===== src/rtl/pkt_frame_tx.sv =====
// pkt_frame_tx: transmit side of the head/data/tail packet framing link.
// Emits a header beat (length), len payload beats and an XOR-checksum tail.
// Ports:
//   clk, reset        clock, asynchronous active-high reset
//   start, len        packet request and its payload length
//   payload           show-ahead payload word
//   payload_req       pops one payload word (combinational)
//   ready             receiver accepts the current beat
//   valid/head/tail   registered beat qualifiers
//   data              registered beat data
//   state, busy       FSM state and non-idle flag
//   done              one-cycle pulse after the tail beat is accepted
module pkt_frame_tx #(
    parameter int DATA_W = 8,
    parameter int LEN_W  = 4
) (
    input  logic              clk,
    input  logic              reset,
    input  logic              start,
    input  logic [LEN_W-1:0]  len,
    input  logic [DATA_W-1:0] payload,
    output logic              payload_req,
    input  logic              ready,
    output logic              valid,
    output logic              head,
    output logic              tail,
    output logic [DATA_W-1:0] data,
    output logic [1:0]        state,
    output logic              busy,
    output logic              done
);

    typedef enum logic [1:0] {
        IDLE = 2'b00,
        HEAD = 2'b01,
        DATA = 2'b10,
        TAIL = 2'b11
    } state_t;

    state_t            st;
    state_t            nst;
    logic [LEN_W-1:0]  cnt;
    logic [DATA_W-1:0] csum;
    logic              acc;

    assign acc   = valid & ready;
    assign state = st;
    assign busy  = (st != IDLE);

    always_comb begin
        nst = st;
        unique case (st)
            IDLE: if (start) nst = HEAD;
            HEAD: if (acc) nst = (cnt == '0) ? TAIL : DATA;
            DATA: if (acc) nst = (cnt == '0) ? TAIL : DATA;
            TAIL: if (acc) nst = start ? HEAD : IDLE;
            default: nst = IDLE;
        endcase
    end

    // A word is popped only on the edge that loads it into data.
    assign payload_req = acc & (nst == DATA);

    always_ff @(posedge clk or posedge reset) begin
        if (reset) begin
            st    <= IDLE;
            valid <= 1'b0;
            head  <= 1'b0;
            tail  <= 1'b0;
            data  <= '0;
            done  <= 1'b0;
            csum  <= '0;
            cnt   <= '0;
        end else begin
            done <= 1'b0;
            st   <= nst;
            unique case (st)
                IDLE: begin
                    if (start) begin
                        cnt   <= len;
                        csum  <= '0;
                        valid <= 1'b1;
                        head  <= 1'b1;
                        tail  <= 1'b0;
                        data  <= DATA_W'(len);
                    end
                end
                HEAD, DATA: begin
                    if (acc) begin
                        head <= 1'b0;
                        if (cnt == '0) begin
                            // csum is still zero for a zero-length packet
                            tail <= 1'b1;
                            data <= csum;
                        end else begin
                            data <= payload;
                            csum <= csum ^ payload;
                            cnt  <= cnt - LEN_W'(1);
                        end
                    end
                end
                TAIL: begin
                    if (acc) begin
                        done <= 1'b1;
                        if (start) begin
                            cnt   <= len;
                            csum  <= '0;
                            valid <= 1'b1;
                            head  <= 1'b1;
                            tail  <= 1'b0;
                            data  <= DATA_W'(len);
                        end else begin
                            valid <= 1'b0;
                            head  <= 1'b0;
                            tail  <= 1'b0;
                        end
                    end
                end
                default: st <= IDLE;
            endcase
        end
    end

endmodule

===== config.mk =====
export PLATFORM = sky130hd
export DESIGN_NAME = pkt_frame_tx
export DESIGN_NICKNAME = d
export VERILOG_FILES = /design/src/rtl/pkt_frame_tx.sv
export SDC_FILE = /design/constraint.sdc
export NUM_CORES = 1
export LEC_CHECK = 0
export ABC_AREA = 1
export BUFFER_PORTS_ARGS = -buffer_cell sky130_fd_sc_hd__buf_2
export CORE_AREA = 4 4 49 72
export CTS_CLUSTER_SIZE = 8
export DETAILED_ROUTE_END_ITERATION = 16
export DIE_AREA = 0 0 53 76
export HOLD_SLACK_MARGIN = 0.02
export PLACE_DENSITY_LB_ADDON = 0.25
export SYNTH_ARGS = -nofsm -noshare
export SYNTH_HDL_FRONTEND = slang
export SYNTH_SLANG_ARGS = --single-unit

===== constraint.sdc =====
create_clock -name clk -period 5 [get_ports clk]
set_clock_uncertainty 0.1 [all_clocks]
set_input_delay 0.25 -clock clk [delete_from_list [all_inputs] [get_ports clk]]
set_output_delay 0.25 -clock clk [all_outputs]
set_load 0.005 [all_outputs]

==> impl_results.md <==
* Synth unique cells at 22
* Area growth from synthesis to layout at 14.7%
* Sequential standard cell area at 651 sq um
* Slew HR at 33.2%
* Fillers at 289
* Ratio of final minimum period to clock period at 47.8%
* CTS resizes at 0
* Syn Std Cell Area at 1510 sq um
* Crit Path Category: reg -> out
* # hold bufs at CTS at 0
* Clock-pin slew on the worst setup and hold paths at 0.09 ns
* CTS tree: built
* CP required at 4.65 ns
* Post-DP HPWL at 2400 um
* Vias in the first global route at 1297
* Hold Vio Cnt, Final at 0
* Worst-Margin Slew at 1.00 ns
* Clock latency at the later pin of the worst-skew pair at 0.27 ns
* Status: complete, no violations
* Peak Freq at 419 MHz
* Iter 0 DRT Violations at 31
* Die Footprint at 4030 sq um
* NumNets Final at 253
* Io pins at 32
* Worst Path Max Fanout at 16
* Initial core utilization at 51.9%
* CTS Sinks at 26
* WL per Instance at 11.9 um
* Most common cell after layout, fill and taps aside: nand2_1
* Routability cong. at 0.860
* Via count at 1316
* Final ANT Viol Nets at 0
* Static Leak at 0.910 nW
* Final Setup Violations at 0
* Overflow left after global routing at 0
* Area occupied by multi-input gates at 716 sq um
* Power Total at 0.00119 W
* RSZ-0062 raised after global routing: no
* Layout cells sized above 1 at 24.1%
* Crit path time final at 2.39 ns
* Power per cell area at 684 nW/um^2
* Most frequent cells in the layout: 53 x nand2_1, 31 x buf_2, 26 x inv_1, 26 x nor2_1, 26 x dfrtp_1
* Die H at 76 um
* Slew Limit Fails at 0
* Drc violations at 0
* N_diodes at 0
* Drt pass-1 iters at 4
* Syn Inst Count at 201
* Initial antenna violation count at 0
* CTS H-tree lvls at 1
* Post-synthesis sequential area ratio at 43.0%
* Total of max-cap violations at 0
* IO buf count at 31
* Seq cells post-synth at 26
* Hold WC Path Type: in -> async
* Vias per inst at 4.86
* First-pass GRT wire length at 5740 um
* CTS buffer count at 3
* Syn avg cell area at 7.52 sq um
* Core Box Area at 2910 sq um
* DIE WIDTH at 53 um
* Syn nets at 221
* Worst-case hold slack at 0.0968 ns
* TNS Setup at 0 ns
* Root Driver: clkbuf_8
* YS warnings at 0
* Total Routing Usage GR at 18.6%
* Post-CTS setup buffers at 0
* Worst vdd ir at 0.485 mV
* Final WL at 3230 um
* CP Data Arrival Time at 2.04 ns
* Row count at 24
* Worst-case clock buffer depth at 2
* Largest net degree at the start of global routing at 27
* Worst Setup End Kind: output port
* Startpoint Class: flop
## stage by stage
| step | cell area, sq um | utilization, % | setup slack [ns] | std cells |
|---|---|---|---|---|
| floorplan | 1510 | - | 3.20 | 201 |
| global placement | 1680 | 57.6 | 2.71 | 267 |
| detailed placement | 1680 | 57.6 | 2.69 | 267 |
| CTS | 1730 | 59.5 | 2.60 | 271 |
| global route | 1730 | 59.5 | 2.40 | 271 |
| finish | 1730 | 59.5 | 2.61 | 271 |
## path summary, 6_finish.rpt
| path | startpoint | endpoint | slack, ns | cells past startpoint |
|---|---|---|---|---|
| min in group clk | payload[5] | data[5] | 0.13 | 3 |
| max reg2reg | state[0] | csum[2] | 2.64 | 9 |
| min reg2reg | head | head | 0.39 | 2 |
| min | reset | data[3] | 0.1 | 2 |
| max in group asynchronous | reset | cnt[1] | 4.10 | 2 |
| max | state[0] | payload_req | 2.61 | 10 |
## state kept, by name, indices dropped and copies added, names as in the netlist
register  count
state         2
done          1
csum          8
valid         1
data          8
cnt           4
tail          1
head          1
## logic make-up (layout without fill, tap and decap cells)
kind of cell    count (synthesis)  in the layout  share of synthesized area, %
fa+ha+maj                       4              4                          3.31
compound gates                 44             44                          17.6
buf+inv                        32             63                          9.60
simple gates                   95             95                          26.5
flops                          26             26                          43.0
## layer usage
metal / up-vias / GRT usage, % / share of wire (%)
li1: 692 / - / -
met1: 580 / 23.5 / 43
met2: 39 / 30.8 / 49
met3: 5 / 2.74 / 5.6
met4: 0 / 7.16 / 1.9
met5: - / 0 / 0
## area by class of cell
type	count	area share, %
Clock buffer	4	3.18
Inverter	28	6.21
Multi-Input combinational cell	143	41.3
Sequential cell	26	37.5
Tap cell	39	2.82
Timing Repair Buffer	31	8.95
## where the power goes
group,total [W],leakage (nW),switching (W),internal [W]
logic,0.000693,0.558,0.000451,0.000242
registers,0.000356,0.324,0.0000493,0.000307
clock network,0.000137,0.0288,0.0000662,0.0000705
total,0.00119,0.910,0.000566,0.000620
## worst max-delay path, cell delays in order, from the launching register on
cell	delay (ns)
dfrtp_1	0.41
inv_1	0.08
ha_1	0.40
inv_2	0.29
nand2_4	0.09
nand3_1	0.09
nand3_1	0.08
nor2_1	0.09
nor2_1	0.06
nor2_1	0.07
buf_2	0.11
## synthesized netlist by cell type (all sizes together)
cell type	n	share of area [%]
a21oi	18	6.0
o22a	1	0.58
or2	6	2.5
nand4	2	0.83
o21a	1	0.50
inv	28	7.1
o22ai	1	0.41
dfrtp	26	43
nand3	5	1.7
nand2	55	14
nor2	27	7.2
buf	3	2.2
o21ai	23	10
ha	4	3.3
clkbuf	1	0.25
Power figures use the tool's default switching activity.
